<file path="src/rtl/mfp_srec_pkg.sv">
// Shared definitions for the S-record loader: FSM states, ASCII constants and record-type decode.
// Checksum checking is built only when MFP_SREC_CHECKSUM_EN is defined (see mfp_srec_loader).
package mfp_srec_pkg;

  typedef enum logic [3:0] {
    ST_IDLE, ST_TYPE, ST_COUNT_HI, ST_COUNT_LO, ST_ADDR, ST_DATA_HI, ST_DATA_LO,
    ST_CSUM_HI, ST_CSUM_LO, ST_EOL, ST_EOL2
  } srec_state_e;

  typedef enum logic [1:0] {REC_HEADER, REC_DATA, REC_COUNT, REC_TERM} rec_class_e;

  localparam logic [7:0] CHAR_CR     = 8'h0D;
  localparam logic [7:0] CHAR_LF     = 8'h0A;
  localparam logic [7:0] CHAR_S      = 8'h53;
  localparam logic [7:0] CHAR_0      = 8'h30;
  localparam logic [7:0] CHAR_3      = 8'h33;
  localparam logic [7:0] CHAR_5      = 8'h35;
  localparam logic [7:0] CHAR_7      = 8'h37;
  localparam logic [7:0] CHAR_9      = 8'h39;
  localparam logic [7:0] CHAR_UPPER_A = 8'h41;
  localparam logic [7:0] CHAR_UPPER_F = 8'h46;
  localparam logic [7:0] CHAR_LOWER_A = 8'h61;
  localparam logic [7:0] CHAR_LOWER_F = 8'h66;

  function automatic logic type_char_ok(input logic [7:0] c);
    return (c >= CHAR_0 && c <= CHAR_3) || (c == CHAR_5) || (c >= CHAR_7 && c <= CHAR_9);
  endfunction

  function automatic logic [3:0] addr_nibbles(input logic [3:0] rec_type);
    case (rec_type)
      4'd2, 4'd8: return 4'd6;
      4'd3, 4'd7: return 4'd8;
      default:    return 4'd4;
    endcase
  endfunction

  function automatic rec_class_e rec_class(input logic [3:0] rec_type);
    case (rec_type)
      4'd1, 4'd2, 4'd3: return REC_DATA;
      4'd5:             return REC_COUNT;
      4'd7, 4'd8, 4'd9: return REC_TERM;
      default:          return REC_HEADER;
    endcase
  endfunction

endpackage

</file>
<file path="src/rtl/mfp_srec_hex_decode.sv">
// Combinational ASCII hex digit decoder (0-9, A-F, a-f).
module mfp_srec_hex_decode
  import mfp_srec_pkg::*;
(
  input  logic [7:0] char_i,
  output logic [3:0] nibble_o,
  output logic       hex_valid_o
);

  always_comb begin
    nibble_o    = 4'h0;
    hex_valid_o = 1'b0;
    if (char_i >= CHAR_0 && char_i <= CHAR_9) begin
      nibble_o    = 4'(char_i - CHAR_0);
      hex_valid_o = 1'b1;
    end else if (char_i >= CHAR_UPPER_A && char_i <= CHAR_UPPER_F) begin
      nibble_o    = 4'(char_i - CHAR_UPPER_A + 8'd10);
      hex_valid_o = 1'b1;
    end else if (char_i >= CHAR_LOWER_A && char_i <= CHAR_LOWER_F) begin
      nibble_o    = 4'(char_i - CHAR_LOWER_A + 8'd10);
      hex_valid_o = 1'b1;
    end
  end

endmodule

</file>
<file path="src/rtl/mfp_srec_loader.sv">
// S-record parser: packs S1/S2/S3 data into WORD_BYTES-wide writes and reports the entry address.
// Define MFP_SREC_CHECKSUM_EN to accumulate and verify record checksums.
module mfp_srec_loader
  import mfp_srec_pkg::*;
#(
  parameter int WORD_BYTES = 4,
  parameter bit BIG_ENDIAN = 1'b0,
  parameter int LOC_W      = 16
) (
  input  logic                    clock,
  input  logic                    reset_n,
  input  logic [7:0]              char_data,
  input  logic                    char_ready,
  output logic                    in_progress,
  output logic                    load_done,
  output logic [31:0]             entry_address,
  output logic                    format_error,
  output logic                    checksum_error,
  output logic [LOC_W-1:0]        error_location,
  output logic [31:0]             write_address,
  output logic [8*WORD_BYTES-1:0] write_data,
  output logic [WORD_BYTES-1:0]   write_byte_en,
  output logic                    write_enable,
  output logic [3:0]              debug_state
);

  srec_state_e state_q, state_d;
  logic [3:0]  type_q, type_d, hi_q, hi_d;
  logic [2:0]  nib_cnt_q, nib_cnt_d;
  logic [7:0]  bytes_left_q, bytes_left_d;
  logic [31:0] addr_q, addr_d, entry_q, entry_d, wr_addr_q, wr_addr_d;
  logic [8*WORD_BYTES-1:0] buf_data_q, buf_data_d, wr_data_q, wr_data_d, new_data;
  logic [WORD_BYTES-1:0]   buf_be_q, buf_be_d, wr_be_q, wr_be_d, new_be;
  logic        wr_en_q, wr_en_d, in_prog_q, in_prog_d, done_q, done_d, fmt_err_q, fmt_err_d;
  logic [LOC_W-1:0] loc_q, loc_d;
  logic [3:0]  nibble, an;
  logic        hex_valid, bad, csum_bad, frozen, emit;
  logic [7:0]  byte_val, addr_bytes;
  int          lane, pos;

  mfp_srec_hex_decode u_hex (
    .char_i      (char_data),
    .nibble_o    (nibble),
    .hex_valid_o (hex_valid)
  );

  assign byte_val   = {hi_q, nibble};
  assign an         = addr_nibbles(type_q);
  assign addr_bytes = {5'd0, an[3:1]};
  assign lane       = int'(addr_q & 32'(WORD_BYTES - 1));
  assign pos        = BIG_ENDIAN ? (WORD_BYTES - 1 - lane) : lane;
  assign emit       = (lane == WORD_BYTES - 1) || (bytes_left_q == 8'd1);

`ifdef MFP_SREC_CHECKSUM_EN
  logic [7:0] sum_q, sum_d;
  logic       csum_err_q;

  // The running sum restarts at the count byte; a record is good when sum + checksum == 0xFF.
  always_comb begin
    sum_d    = sum_q;
    csum_bad = 1'b0;
    if (char_ready && !frozen && hex_valid) begin
      case (state_q)
        ST_COUNT_LO: sum_d = byte_val;
        ST_ADDR:     if (!nib_cnt_q[0]) sum_d = sum_q + {addr_q[3:0], nibble};
        ST_DATA_LO:  sum_d = sum_q + byte_val;
        ST_CSUM_LO:  csum_bad = ((sum_q + byte_val) != 8'hFF);
        default:     ;
      endcase
    end
  end

  always_ff @(posedge clock or negedge reset_n) begin
    if (!reset_n) begin
      sum_q      <= 8'h00;
      csum_err_q <= 1'b0;
    end else begin
      sum_q      <= sum_d;
      csum_err_q <= csum_err_q | csum_bad;
    end
  end

  assign checksum_error = csum_err_q;
  assign frozen         = fmt_err_q | csum_err_q;
`else
  assign csum_bad       = 1'b0;
  assign checksum_error = 1'b0;
  assign frozen         = fmt_err_q;
`endif

  always_comb begin
    state_d      = state_q;
    type_d       = type_q;
    hi_d         = hi_q;
    nib_cnt_d    = nib_cnt_q;
    bytes_left_d = bytes_left_q;
    addr_d       = addr_q;
    buf_data_d   = buf_data_q;
    buf_be_d     = buf_be_q;
    wr_en_d      = 1'b0;
    wr_addr_d    = wr_addr_q;
    wr_data_d    = wr_data_q;
    wr_be_d      = wr_be_q;
    in_prog_d    = in_prog_q;
    done_d       = 1'b0;
    entry_d      = entry_q;
    loc_d        = loc_q;
    bad          = 1'b0;
    new_data     = buf_data_q;
    new_be       = buf_be_q;
    for (int i = 0; i < WORD_BYTES; i++) begin
      if (i == pos) begin
        new_data[i*8 +: 8] = byte_val;
        new_be[i]          = 1'b1;
      end
    end

    if (char_ready && !frozen) begin
      case (state_q)
        ST_IDLE: begin
          if (char_data == CHAR_S) state_d = ST_TYPE;
          else if (char_data != CHAR_CR && char_data != CHAR_LF) bad = 1'b1;
        end
        ST_TYPE: begin
          if (type_char_ok(char_data)) begin
            type_d  = char_data[3:0];
            state_d = ST_COUNT_HI;
            if (rec_class(char_data[3:0]) == REC_DATA) in_prog_d = 1'b1;
          end else bad = 1'b1;
        end
        ST_COUNT_HI, ST_DATA_HI, ST_CSUM_HI: begin
          if (hex_valid) begin
            hi_d    = nibble;
            state_d = srec_state_e'(state_q + 4'd1);
          end else bad = 1'b1;
        end
        ST_COUNT_LO: begin
          if (!hex_valid || byte_val < addr_bytes + 8'd1) bad = 1'b1;
          else begin
            bytes_left_d = byte_val - addr_bytes - 8'd1;
            nib_cnt_d    = an[2:0] - 3'd1;
            addr_d       = 32'h0;
            state_d      = ST_ADDR;
          end
        end
        ST_ADDR: begin
          if (hex_valid) begin
            addr_d = {addr_q[27:0], nibble};
            if (nib_cnt_q == 3'd0) state_d = (bytes_left_q != 8'd0) ? ST_DATA_HI : ST_CSUM_HI;
            else nib_cnt_d = nib_cnt_q - 3'd1;
          end else bad = 1'b1;
        end
        ST_DATA_LO: begin
          if (hex_valid) begin
            bytes_left_d = bytes_left_q - 8'd1;
            state_d      = (bytes_left_q == 8'd1) ? ST_CSUM_HI : ST_DATA_HI;
            addr_d       = addr_q + 32'd1;
            if (rec_class(type_q) == REC_DATA) begin
              // A word is issued when its top lane fills or the record runs out of data.
              if (emit) begin
                wr_en_d    = 1'b1;
                wr_addr_d  = addr_q & ~32'(WORD_BYTES - 1);
                wr_data_d  = new_data;
                wr_be_d    = new_be;
                buf_data_d = '0;
                buf_be_d   = '0;
              end else begin
                buf_data_d = new_data;
                buf_be_d   = new_be;
              end
            end
          end else bad = 1'b1;
        end
        ST_CSUM_LO: begin
          if (!hex_valid) bad = 1'b1;
          else if (!csum_bad) begin
            state_d = ST_EOL;
            if (rec_class(type_q) == REC_TERM) entry_d = addr_q;
          end
        end
        ST_EOL, ST_EOL2: begin
          if (char_data == CHAR_CR && state_q == ST_EOL) state_d = ST_EOL2;
          else if (char_data == CHAR_LF) begin
            state_d = ST_IDLE;
            if (rec_class(type_q) == REC_TERM) begin
              done_d    = 1'b1;
              in_prog_d = 1'b0;
            end
          end else bad = 1'b1;
        end
        default: bad = 1'b1;
      endcase
      if (!bad && !csum_bad && loc_q != '1) loc_d = loc_q + LOC_W'(1);
    end
    fmt_err_d = fmt_err_q | bad;
  end

  always_ff @(posedge clock or negedge reset_n) begin
    if (!reset_n) begin
      state_q      <= ST_IDLE;
      type_q       <= 4'h0;
      hi_q         <= 4'h0;
      nib_cnt_q    <= 3'd0;
      bytes_left_q <= 8'd0;
      addr_q       <= 32'h0;
      buf_data_q   <= '0;
      buf_be_q     <= '0;
      wr_en_q      <= 1'b0;
      wr_addr_q    <= 32'h0;
      wr_data_q    <= '0;
      wr_be_q      <= '0;
      in_prog_q    <= 1'b0;
      done_q       <= 1'b0;
      entry_q      <= 32'h0;
      fmt_err_q    <= 1'b0;
      loc_q        <= '0;
    end else begin
      state_q      <= state_d;
      type_q       <= type_d;
      hi_q         <= hi_d;
      nib_cnt_q    <= nib_cnt_d;
      bytes_left_q <= bytes_left_d;
      addr_q       <= addr_d;
      buf_data_q   <= buf_data_d;
      buf_be_q     <= buf_be_d;
      wr_en_q      <= wr_en_d;
      wr_addr_q    <= wr_addr_d;
      wr_data_q    <= wr_data_d;
      wr_be_q      <= wr_be_d;
      in_prog_q    <= in_prog_d;
      done_q       <= done_d;
      entry_q      <= entry_d;
      fmt_err_q    <= fmt_err_d;
      loc_q        <= loc_d;
    end
  end

  assign in_progress    = in_prog_q;
  assign load_done      = done_q;
  assign entry_address  = entry_q;
  assign format_error   = fmt_err_q;
  assign error_location = loc_q;
  assign write_address  = wr_addr_q;
  assign write_data     = wr_data_q;
  assign write_byte_en  = wr_be_q;
  assign write_enable   = wr_en_q;
  assign debug_state    = state_q;

endmodule
</file>
<file path="config.mk">
export PLATFORM = sky130hd
export DESIGN_NAME = mfp_srec_loader
export DESIGN_NICKNAME = d
export VERILOG_FILES = /design/src/rtl/mfp_srec_pkg.sv /design/src/rtl/mfp_srec_hex_decode.sv /design/src/rtl/mfp_srec_loader.sv
export SDC_FILE = /design/constraint.sdc
export NUM_CORES = 1
export LEC_CHECK = 0
export ABC_CLOCK_PERIOD_IN_PS = 2770
export BUFFER_PORTS_ARGS = -buffer_cell sky130_fd_sc_hd__buf_4
export CAP_MARGIN = 20
export CORE_ASPECT_RATIO = 1.2
export CORE_MARGIN = 8
export CORE_UTILIZATION = 35
export CTS_BUF_LIST = sky130_fd_sc_hd__clkbuf_8
export CTS_CLUSTER_DIAMETER = 40
export DETAILED_ROUTE_END_ITERATION = 12
export MAX_ROUTING_LAYER = met4
export PLACE_DENSITY = 0.62
export SYNTH_ARGS = -nofsm -noshare
export SYNTH_HDL_FRONTEND = slang
export SYNTH_SLANG_ARGS = --single-unit
export TNS_END_PERCENT = 20
</file>
<file path="constraint.sdc">
create_clock -name clock -period 2.77 [get_ports clock]
set_input_delay 0.1385 -clock clock [delete_from_list [all_inputs] [get_ports clock]]
set_output_delay 0.1385 -clock clock [all_outputs]
set_load 0.01 [all_outputs]
</file>
==> results of run 1 <==
timing repair:
| item | CTS | global route |
|---|---|---|
| cloned | 0 | 4 |
| resized for setup | 3 | 35 |
| hold buffers | 4 | 0 |
| pin swaps | 0 | 2 |
| buffers inserted | 0 | 0 |
| setup endpoints to repair | 10 | 25 |
| endpoints found under the hold margin | 70 | 0 |
final timing paths:
check,endpoint,slack [ns],startpoint,depth (start not counted)
max,addr_q[28]$_DFFE_PN0P_,0.02,type_q[3]$_DFFE_PN0P_,12
min,type_q[2]$_DFFE_PN0P_,0.07,char_data[2],3
max reg2reg,addr_q[28]$_DFFE_PN0P_,0.02,type_q[3]$_DFFE_PN0P_,12
min reg2reg,error_location[7]$_DFFE_PN0P_,0.50,error_location[7]$_DFFE_PN0P_,1
max in group asynchronous,type_q[3]$_DFFE_PN0P_,1.71,reset_n,3
min in group asynchronous,write_data[23]$_DFFE_PN0P_,0.16,reset_n,2
tightest hold or removal path, cell delays in order:
cell    delay [ns]
buf_4         0.13
buf_4         0.15
mux2_2        0.15
routing by layer:
layer	GRT usage [%]	part of all wire [%]	wire length, um
met4	5.59	2.5	724
met2	27.4	52	15100
met3	2.80	4.5	1310
met5	-	0	0
met1	18.4	41	11800
cells by family after synthesis:
family	count (synthesis)
xor+xnor	22
buf+inv	90
fa+ha+maj	27
compound gates	265
simple gates	303
other cells	1
mux	103
flops	209
stage by stage:
step / instance area [sq um] / util (%)
finish: 13800 / 45.5
global route: 13800 / 45.5
CTS: 13600 / 44.9
detailed placement: 12700 / 41.8
global placement: 12700 / 41.8
floorplan: 10800 / -
Yosys cell counts, drive strengths merged, types with 7 or more instances:
| master | number |
|---|---|
| a21o | 7 |
| a21oi | 89 |
| a22o | 27 |
| a22oi | 7 |
| and2 | 7 |
| and3 | 16 |
| and4 | 7 |
| buf | 31 |
| clkbuf | 36 |
| dfrtp | 209 |
| ha | 26 |
| inv | 23 |
| mux2 | 69 |
| mux2i | 34 |
| nand2 | 48 |
| nand2b | 9 |
| nand3 | 35 |
| nand4 | 11 |
| nor2 | 99 |
| nor2b | 18 |
| nor3 | 20 |
| nor4 | 12 |
| o21ai | 80 |
| or3 | 7 |
| xnor2 | 18 |
registers in the layout, indices dropped and copies added (netlist names):
signal          count
nib_cnt_q           3
type_q              4
write_byte_en       4
format_error        1
buf_data_q         32
write_enable        1
write_address      30
error_location     16
load_done           1
hi_q                4
write_data         32
in_progress         1
entry_address      32
debug_state         4
addr_q             32
buf_be_q            4
bytes_left_q        8
placed cells by master, fill, tap and decap left out, drive strengths merged, types with 20 or more instances in the layout:
cell type  instances
nor3              20
inv               30
mux2i             34
dfrtp            209
ha                26
nor2              99
mux2              69
o21ai             80
nand3             35
a21oi             89
a22o              27
buf              212
clkbuf            51
nand2             48
where the power goes:
group          internal (uW)  leakage [uW]  switching, uW  total [uW]
clock network           2040      0.000480           1340        3380
registers               3060       0.00288           22.3        3090
logic                    101       0.00318            165         266
cell type report:
type,count,area (sq um),share of cell area (%)
multi-input cells,723,5280,38.3
flip-flops and latches,209,5230,37.9
clock buffers,48,661,4.79
well taps,396,495,3.59
inverters,23,88.8,0.644
repair buffers,219,1810,13.1
clock inverters,20,228,1.65
==> results_dict.tcl, run 1 <==
set metrics [dict create \
    status "finished, final reports clean" \
    setup_viol 0 \
    critPathBufInv 4 \
    fmax_mhz 364 \
    cp-start-kind "flop" \
    clock_tree.root_cell "clkbuf_8" \
    synthAdderAreaFrac_pct 3.23 \
    die_h_um 207 \
    htree_levels 2 \
    slowest_delay_ns 0.41 \
    antenna_found_initial 0 \
    worst_path_max_delay_cell "a211o_4" \
    clkTransAtPathRegs_ns 0.06 \
    relSlewSlack_pct 52.1 \
    diodes 0 \
    critPathTopFamily "compound AO/OA/AOI/OAI gates" \
    drc_errors 0 \
    rsz0062_at_grt "true" \
    wl_um 29000 \
    cts_tree "built" \
    core_sq_um 30300 \
    cts_num_sinks 209 \
    ys.flop_type "dfrtp_1" \
    synth_edf_count 0 \
    ant_nets 0 \
    holdWs_ns 0.0705 \
    netlist_area_sq_um 10700 \
    synth-simple-area-share_pct 14.8 \
    place_congestion 0.871 \
    grt_max_degree 71 \
    layout-drive-gt1-share_pct 32.0 \
    synthXorXnorAreaFrac_pct 1.80 \
    synth.avg_cell_area_sq_um 10.5 \
    yosysUniqueCellTypes 76 \
    ys_ff_latch 209 \
    cp-end-kind "flop" \
    ys_seq_area_share_pct 48.9 \
    maxSlewViolCount 0 \
    area_growth_pct 28.9 \
    portBuffers 132 \
    design.die.area_sq_um 36400 \
    layoutNonFillerInstCount 1638 \
    grt_usage_pct 15.9 \
    fin_nets 1253 \
    numCtsBuffers 39 \
    path_max_fanout 6 \
    syn-instance-count 1020 \
    tns_ns 0 \
    rows 70 \
    die_x_um 176 \
    power.density_nw_per_um2 488 \
    ir_drop_mv 0.265 \
    worstMarginPinSlew_ns 0.710 \
    initial_core_util_pct 35.3 \
    ioPinCount 136 \
    detail_route.first_pass.iterations 5 \
    clock_path_buffers 3 \
    fin_ws_ns 0.0236 \
    fin_crit_ns 2.75 \
    synth-compound-area-share_pct 15.9 \
    cp.required_ns 3.19 \
    grt_pass1_vias 8637 \
    hp-class "input port to flop" \
    grt_overflow 0 \
    viasPerCell 5.24 \
    worstSkewPairLatency_ns 0.56 \
    grt_first_pass_wirelength_um 46800 \
    cp_cell_sequence "buf_4 > and3b_2 > inv_1 > ha_1 > inv_1 > ha_4 > nand2b_4 > a21oi_4 > o21ai_4 > a211o_4 > buf_12 > o32a_1" \
    vias 8591 \
    synth.largest_area_cell "dfrtp_1" \
    cp_common_cell "inv_1" \
    fin_skew_ns 0.0422 \
    fillers 2913 \
    hpwl_um 19700 \
    synth-async-reset-ratio_pct 100 \
    crit_arrival_ns 3.17 \
    synth_top_family_by_area "compound AO/OA/AOI/OAI gates" \
    dp_cells 1562 \
    avgRoutedWirePerCell_um 17.7 \
    leakagePower_uw 0.00654 \
    power_uw 6730 \
    hold_viol 0 \
    fin_crit_sh_pct 99.1 \
    path_class "flop to flop" \
    maxCapViolations 0 \
    dp_slack_ns -0.240 \
    synthMuxAreaShare_pct 11.5 \
    synth_top_area_share_pct 48.9 \
    drt_first_iter_violations 515 \
    ys.warnings.count 0 \
    synthTopCellsByArea "dfrtp_1 (49%), mux2_4 (4.4%), a21oi_1 (4.2%)" \
]
No activity file was read; power rests on OpenSTA's default activity.
==> run 2, diff against run 1 <==
--- a/config.mk
+++ b/config.mk
@@ -9,4 +9,6 @@
 export BUFFER_PORTS_ARGS = -buffer_cell sky130_fd_sc_hd__buf_4
 export CAP_MARGIN = 20
+export CELL_PAD_IN_SITES_DETAIL_PLACEMENT = 1
+export CELL_PAD_IN_SITES_GLOBAL_PLACEMENT = 1
 export CORE_ASPECT_RATIO = 1.2
 export CORE_MARGIN = 8
@@ -16,5 +18,5 @@
 export DETAILED_ROUTE_END_ITERATION = 12
 export MAX_ROUTING_LAYER = met4
-export PLACE_DENSITY = 0.62
+export PLACE_DENSITY = 0.73
 export SYNTH_ARGS = -nofsm -noshare
 export SYNTH_HDL_FRONTEND = slang
==> constraint.sdc (replaced) <==
create_clock -name clock -period 2.77 [get_ports clock]
set_input_delay 0.554 -clock clock [delete_from_list [all_inputs] [get_ports clock]]
set_output_delay 0.554 -clock clock [all_outputs]
set_load 0.01 [all_outputs]
==> run 2 against run 1 <==
Effect of this change:
- the run now ends with negative setup slack left
- sequential share of layout area about the same
- critical endpoint is now addr_q[27]$_DFFE_PN0P_
- design area increased by 0.12%
- highest routed layer unchanged
- first-iteration DRC count increased by 9.1%
- sequential power about the same
- largest power group is now sequential cells
- critical path type unchanged
==> results_dict.tcl, run 2 (same netlist as run 1, synthesis figures left out) <==
set metrics [dict create \
    layout-drive-gt1-share_pct 32.6 \
    viasPerCell 5.29 \
    setup_viol 1 \
    cp-start-kind "flop" \
    slowest_delay_ns 0.41 \
    grt_max_degree 75 \
    cp.required_ns 3.22 \
    critPathBufInv 3 \
    hp-class "input port to flop" \
    die_x_um 176 \
    leakagePower_uw 0.00656 \
    worstMarginPinSlew_ns 0.639 \
    layout_common_cells "buf_4 (224), dfrtp_1 (209), nor2_1 (95)" \
    drc_errors 0 \
    worstSkewPairLatency_ns 0.55 \
    grt_pass1_vias 9586 \
    hpwl_um 22000 \
    portBuffers 132 \
    cp_cell_sequence "xnor2_2 > or3_4 > ha_4 > ha_4 > o21ai_2 > a21oi_4 > o21ai_2 > buf_4 > a211oi_4 > buf_6 > buf_16 > a21oi_1 > a41oi_1" \
    die_h_um 207 \
    core_sq_um 30300 \
    grt_usage_pct 17.7 \
    fin_crit_ns 2.78 \
    maxSlewViolCount 0 \
    rsz0062_at_grt "true" \
    power.density_nw_per_um2 458 \
    violations "negative setup slack" \
    fillers 3390 \
    multiInputGateArea_sq_um 5290 \
    holdWs_ns 0.230 \
    crit_arrival_ns 3.23 \
    vias 8746 \
    avgRoutedWirePerCell_um 19.1 \
    fin_crit_sh_pct 100 \
    ir_drop_mv 0.307 \
    initial_core_util_pct 35.3 \
    ioPinCount 136 \
    antenna_found_initial 1 \
    maxCapViolations 0 \
    rows 70 \
    layout_commonest_cell "buf_4" \
    ant_nets 0 \
    fin_ws_ns -0.00728 \
    fmax_mhz 360 \
    ff_latch_area_sq_um 5230 \
    path_max_fanout 7 \
    cp-end-kind "flop" \
    place_congestion 0.868 \
    wl_um 31600 \
    grt_first_pass_wirelength_um 51700 \
    detail_route.first_pass.iterations 4 \
    worst_path_max_delay_cell "dfrtp_1" \
    numCtsBuffers 39 \
    drt_first_iter_violations 562 \
    power_uw 6320 \
    grt_overflow 0 \
    clock_tree.root_cell "clkbuf_8" \
    tns_ns -0.00728 \
    cts_num_sinks 209 \
    hold_viol 0 \
    fin_skew_ns 0.0161 \
    path_class "flop to flop" \
    fin_nets 1273 \
    clkTransAtPathRegs_ns 0.06 \
    cts_tree "built" \
    htree_levels 2 \
    area_growth_pct 29.1 \
    clock_path_buffers 3 \
    relSlewSlack_pct 57.1 \
    critPathTopFamily "compound AO/OA/AOI/OAI gates" \
    design.die.area_sq_um 36400 \
    status "complete, but fails checks" \
]
-- run 2: changes by cell type in the layout (fill, tap and decap cells not counted), moves of 4 or more --
| cell | before | now |
|---|---|---|
| o21ai_0 | 42 | 57 |
| o21ai_2 | 8 | 4 |
| inv_1 | 26 | 31 |
| buf_4 | 203 | 224 |
| clkbuf_8 | 48 | 44 |
| o21ai_1 | 28 | 16 |
| clkinv_2 | 6 | 2 |
-- run 2: layer usage --
layer	routed length (um)	share of wire, %	vias up	GRT usage (%)
met5	0	0	-	-
met4	807	2.6	0	6.03
met3	1110	3.5	56	3.22
met2	17000	54	152	31.5
met1	12700	40	4420	19.5
li1	-	-	4118	-
-- run 2: timing repair --
action / 4_1_cts / 5_1_grt
gates cloned: 1 / 1
hold endpoints to repair: 15 / 0
setup endpoints to repair: 51 / 64
setup buffers: 8 / 4
hold buffers: 1 / 0
gates resized for setup: 13 / 14
pin swaps: 7 / 3
-- run 2: worst register-to-register path: stages, from the launching register on --
cell,delay (ns)
dfrtp_1,0.41
xnor2_2,0.16
or3_4,0.40
ha_4,0.24
ha_4,0.27
o21ai_2,0.06
a21oi_4,0.16
o21ai_2,0.09
buf_4,0.15
a211oi_4,0.26
buf_6,0.17
buf_16,0.12
a21oi_1,0.06
a41oi_1,0.16
-- run 2: final timing paths --
check | from | end | slack, ns | depth (start not counted)
setup reg to reg | type_q[3]$_DFFE_PN0P_ | addr_q[27]$_DFFE_PN0P_ | -0.007 | 13
setup / recovery | type_q[3]$_DFFE_PN0P_ | addr_q[27]$_DFFE_PN0P_ | -0.007 | 13
max in group asynchronous | reset_n | error_location[9]$_DFFE_PN0P_ | 1.39 | 3
hold / removal | char_ready | format_error$_DFF_PN0_ | 0.23 | 2
min in group asynchronous | reset_n | write_address[28]$_DFFE_PN0P_ | 0.59 | 2
hold reg to reg | buf_be_q[0]$_DFFE_PN0P_ | buf_be_q[0]$_DFFE_PN0P_ | 0.50 | 2
-- run 2: area by class of cell --
cell class | instances | share of cell area (%)
multi-input cells | 723 | 38.3
flip-flops and latches | 209 | 37.9
repair buffers | 239 | 14.1
clock buffers | 44 | 4.39
well taps | 396 | 3.59
clock inverters | 18 | 0.970
inverters | 23 | 0.752
diodes | 1 | 0.0181
-- run 2: metrics by stage --
step	setup slack [ns]	utilization, %	cells	instance area (sq um)
after floorplan	-0.381	-	1022	10900
after global placement	-0.548	42.3	1575	12800
after detailed placement	-0.682	42.3	1575	12800
after CTS	0.0181	45.2	1647	13700
after global routing	-0.142	45.6	1653	13800
final	-0.00728	45.6	1653	13800
-- run 2: where the power goes --
| part | switching (uW) | internal, uW | leakage (uW) | total [uW] |
|---|---|---|---|---|
| sequential | 21.3 | 3060 | 0.00288 | 3090 |
| combinational | 175 | 110 | 0.00327 | 286 |
| clock | 1320 | 1630 | 0.000411 | 2950 |
==> run 3, diff against run 2 <==
PLACE_DENSITY = default   (was 0.73)
PLACE_DENSITY_LB_ADDON = 0.1   (was default)
==> run 3 against run 2 <==
Effect of this change:
- the run still ends with negative setup slack left
- sequential share of layout area down 0.94 points
- total power grew 6.7%
- combinational power increased by 7%
- critical path depth increased by 4
- global-route usage up 0.35 points
- first-iteration DRC count is 35% lower
- critical endpoint is now addr_q[3]$_DFFE_PN0P_
- largest power group is now clock
==> results_dict.tcl, run 3 (same netlist as run 1, synthesis figures left out) <==
set metrics [dict create \
    cts_num_sinks 209 \
    core_sq_um 30300 \
    layout_commonest_cell "buf_4" \
    layout-drive-gt1-share_pct 34.2 \
    area_growth_pct 32.4 \
    detail_route.first_pass.iterations 5 \
    dp_slack_ns -0.690 \
    fmax_mhz 361 \
    status "complete, but fails checks" \
    layout_common_cells "buf_4 (220), dfrtp_1 (209), nor2_1 (92)" \
    worstMarginPinSlew_ns 0.680 \
    cp.required_ns 3.21 \
    wl_um 32000 \
    place_congestion 0.812 \
    portBuffers 132 \
    rr_startpoint "type_q[1]$_DFFE_PN0P_" \
    worst_path_max_delay_cell "a2111oi_4" \
    vias 8781 \
    clkTransAtPathRegs_ns 0.06 \
    path_max_fanout 14 \
    worstSkewPairLatency_ns 0.56 \
    die_h_um 207 \
    rsz0062_at_grt "true" \
    ir_drop_mv 0.309 \
    setup_viol 1 \
    maxCapViolations 0 \
    htree_levels 2 \
    layoutNonFillerInstCount 1665 \
    grt_first_pass_wirelength_um 52700 \
    relSlewSlack_pct 54.4 \
    design.die.area_sq_um 36400 \
    slowest_delay_ns 0.41 \
    rows 70 \
    hold-path-cell-count 2 \
    leakagePower_uw 0.00670 \
    clock_tree.root_cell "clkbuf_8" \
    worst-r2r-cell-count 14 \
    violations "negative setup slack" \
    maxSlewViolCount 0 \
    antenna_found_initial 1 \
    path_class "input port to flop" \
    ant_nets 0 \
    drt_first_iter_violations 365 \
    hpwl_um 22400 \
    cts_tree "built" \
    fin_crit_ns 2.77 \
    min_to "format_error$_DFF_PN0_" \
    drc_errors 0 \
    r2r_setup_slack_ns -0.002 \
    min-delay-start "char_ready" \
    grt_max_degree 75 \
    cp-start-kind "input port" \
    cp-end-kind "flop" \
    avgRoutedWirePerCell_um 19.2 \
    numCtsBuffers 40 \
    ioPinCount 136 \
    grt_overflow 0 \
    viasPerCell 5.27 \
    dp_cells 1583 \
    fin_skew_ns 0.0286 \
    fin_crit_sh_pct 100 \
    power.density_nw_per_um2 477 \
    r2r_end "addr_q[3]$_DFFE_PN0P_" \
    grt_usage_pct 18.1 \
    fin_ws_ns -0.00242 \
    fin_nets 1275 \
    initial_core_util_pct 35.3 \
    die_x_um 176 \
    grt_pass1_vias 9587 \
    crit_arrival_ns 3.22 \
    hold_viol 0 \
    cp_cell_sequence "buf_8 > inv_6 > ha_4 > nor4bb_4 > a2111oi_4 > o21ai_4 > nor2b_4 > inv_2 > ha_4 > nand2b_4 > a21oi_4 > o21ai_4 > a211o_4 > buf_12 > clkbuf_16 > a21oi_2 > o22ai_1" \
    hp-class "input port to flop" \
    clock_path_buffers 3 \
]
-- run 3: layout make-up --
cell class / count / area (sq um)
multi-input cells: 723 / 5420
inverters: 23 / 104
clock inverters: 20 / 170
well taps: 396 / 495
repair buffers: 240 / 2000
clock buffers: 53 / 729
fillers: 3372 / 16100
flip-flops and latches: 209 / 5230
diodes: 1 / 2.50
-- run 3: repair_timing --
item                       4_1_cts  5_1_grt
hold buffers                     1        0
pin swaps                        2        7
buffers inserted                 0        6
cloned                           0        2
setup endpoints to repair       54       63
gates resized for setup          8       56
hold endpoints to repair        15        0
-- run 3: critical path, delay by kind of cell --
family,cells,cell delay (ns)
AOI/OAI and AO/OA,7,1.46
adders and majority gates,2,0.28
buffers and inverters,5,0.53
and+or+nand+nor,3,0.36
-- run 3: per-layer routing --
| metal | up-vias | GRT usage [%] | share of wire, % |
|---|---|---|---|
| met5 | - | - | 0 |
| met3 | 59 | 2.97 | 3.5 |
| li1 | 4112 | - | - |
| met4 | 0 | 6.09 | 2.6 |
| met2 | 159 | 31.0 | 51 |
| met1 | 4451 | 21.1 | 43 |
-- run 3: per-stage QoR --
step                      hold WS, ns  cell area [sq um]  power (uW)  util (%)  TNS (ns)
after floorplan                 0.258              10900        3240         -    -19.17
after global placement          0.482              12900        3420      42.5    -37.26
after detailed placement        0.485              12900        3420      42.5    -49.44
final                           0.230              14200        6750      46.7  -0.00242
after CTS                       0.194              13800        6840      45.6  -0.00771
after global routing            0.200              14200        7020      46.7     -1.69
-- run 3: power by group --
part / total (uW) / switching [uW] / internal (uW)
Combinational: 305 / 183 / 122
Sequential: 3090 / 21.7 / 3070
Clock: 3350 / 1360 / 2000
Total: 6750 / 1560 / 5180
-- run 3: how the worst max path moves through the flow --
stage | start | end | slack, ns | depth (start not counted)
2_1_floorplan | char_data[1] | addr_q[15]$_DFFE_PN0P_ | -0.38 | 18
3_3_place_gp | char_data[1] | addr_q[10]$_DFFE_PN0P_ | -0.60 | 16
3_5_place_dp | char_data[1] | addr_q[9]$_DFFE_PN0P_ | -0.69 | 16
4_1_cts | type_q[1]$_DFFE_PN0P_ | addr_q[28]$_DFFE_PN0P_ | -0.005 | 12
5_1_grt | char_data[0] | addr_q[7]$_DFFE_PN0P_ | -0.11 | 16
6_report | char_data[0] | addr_q[3]$_DFFE_PN0P_ | -0.002 | 17
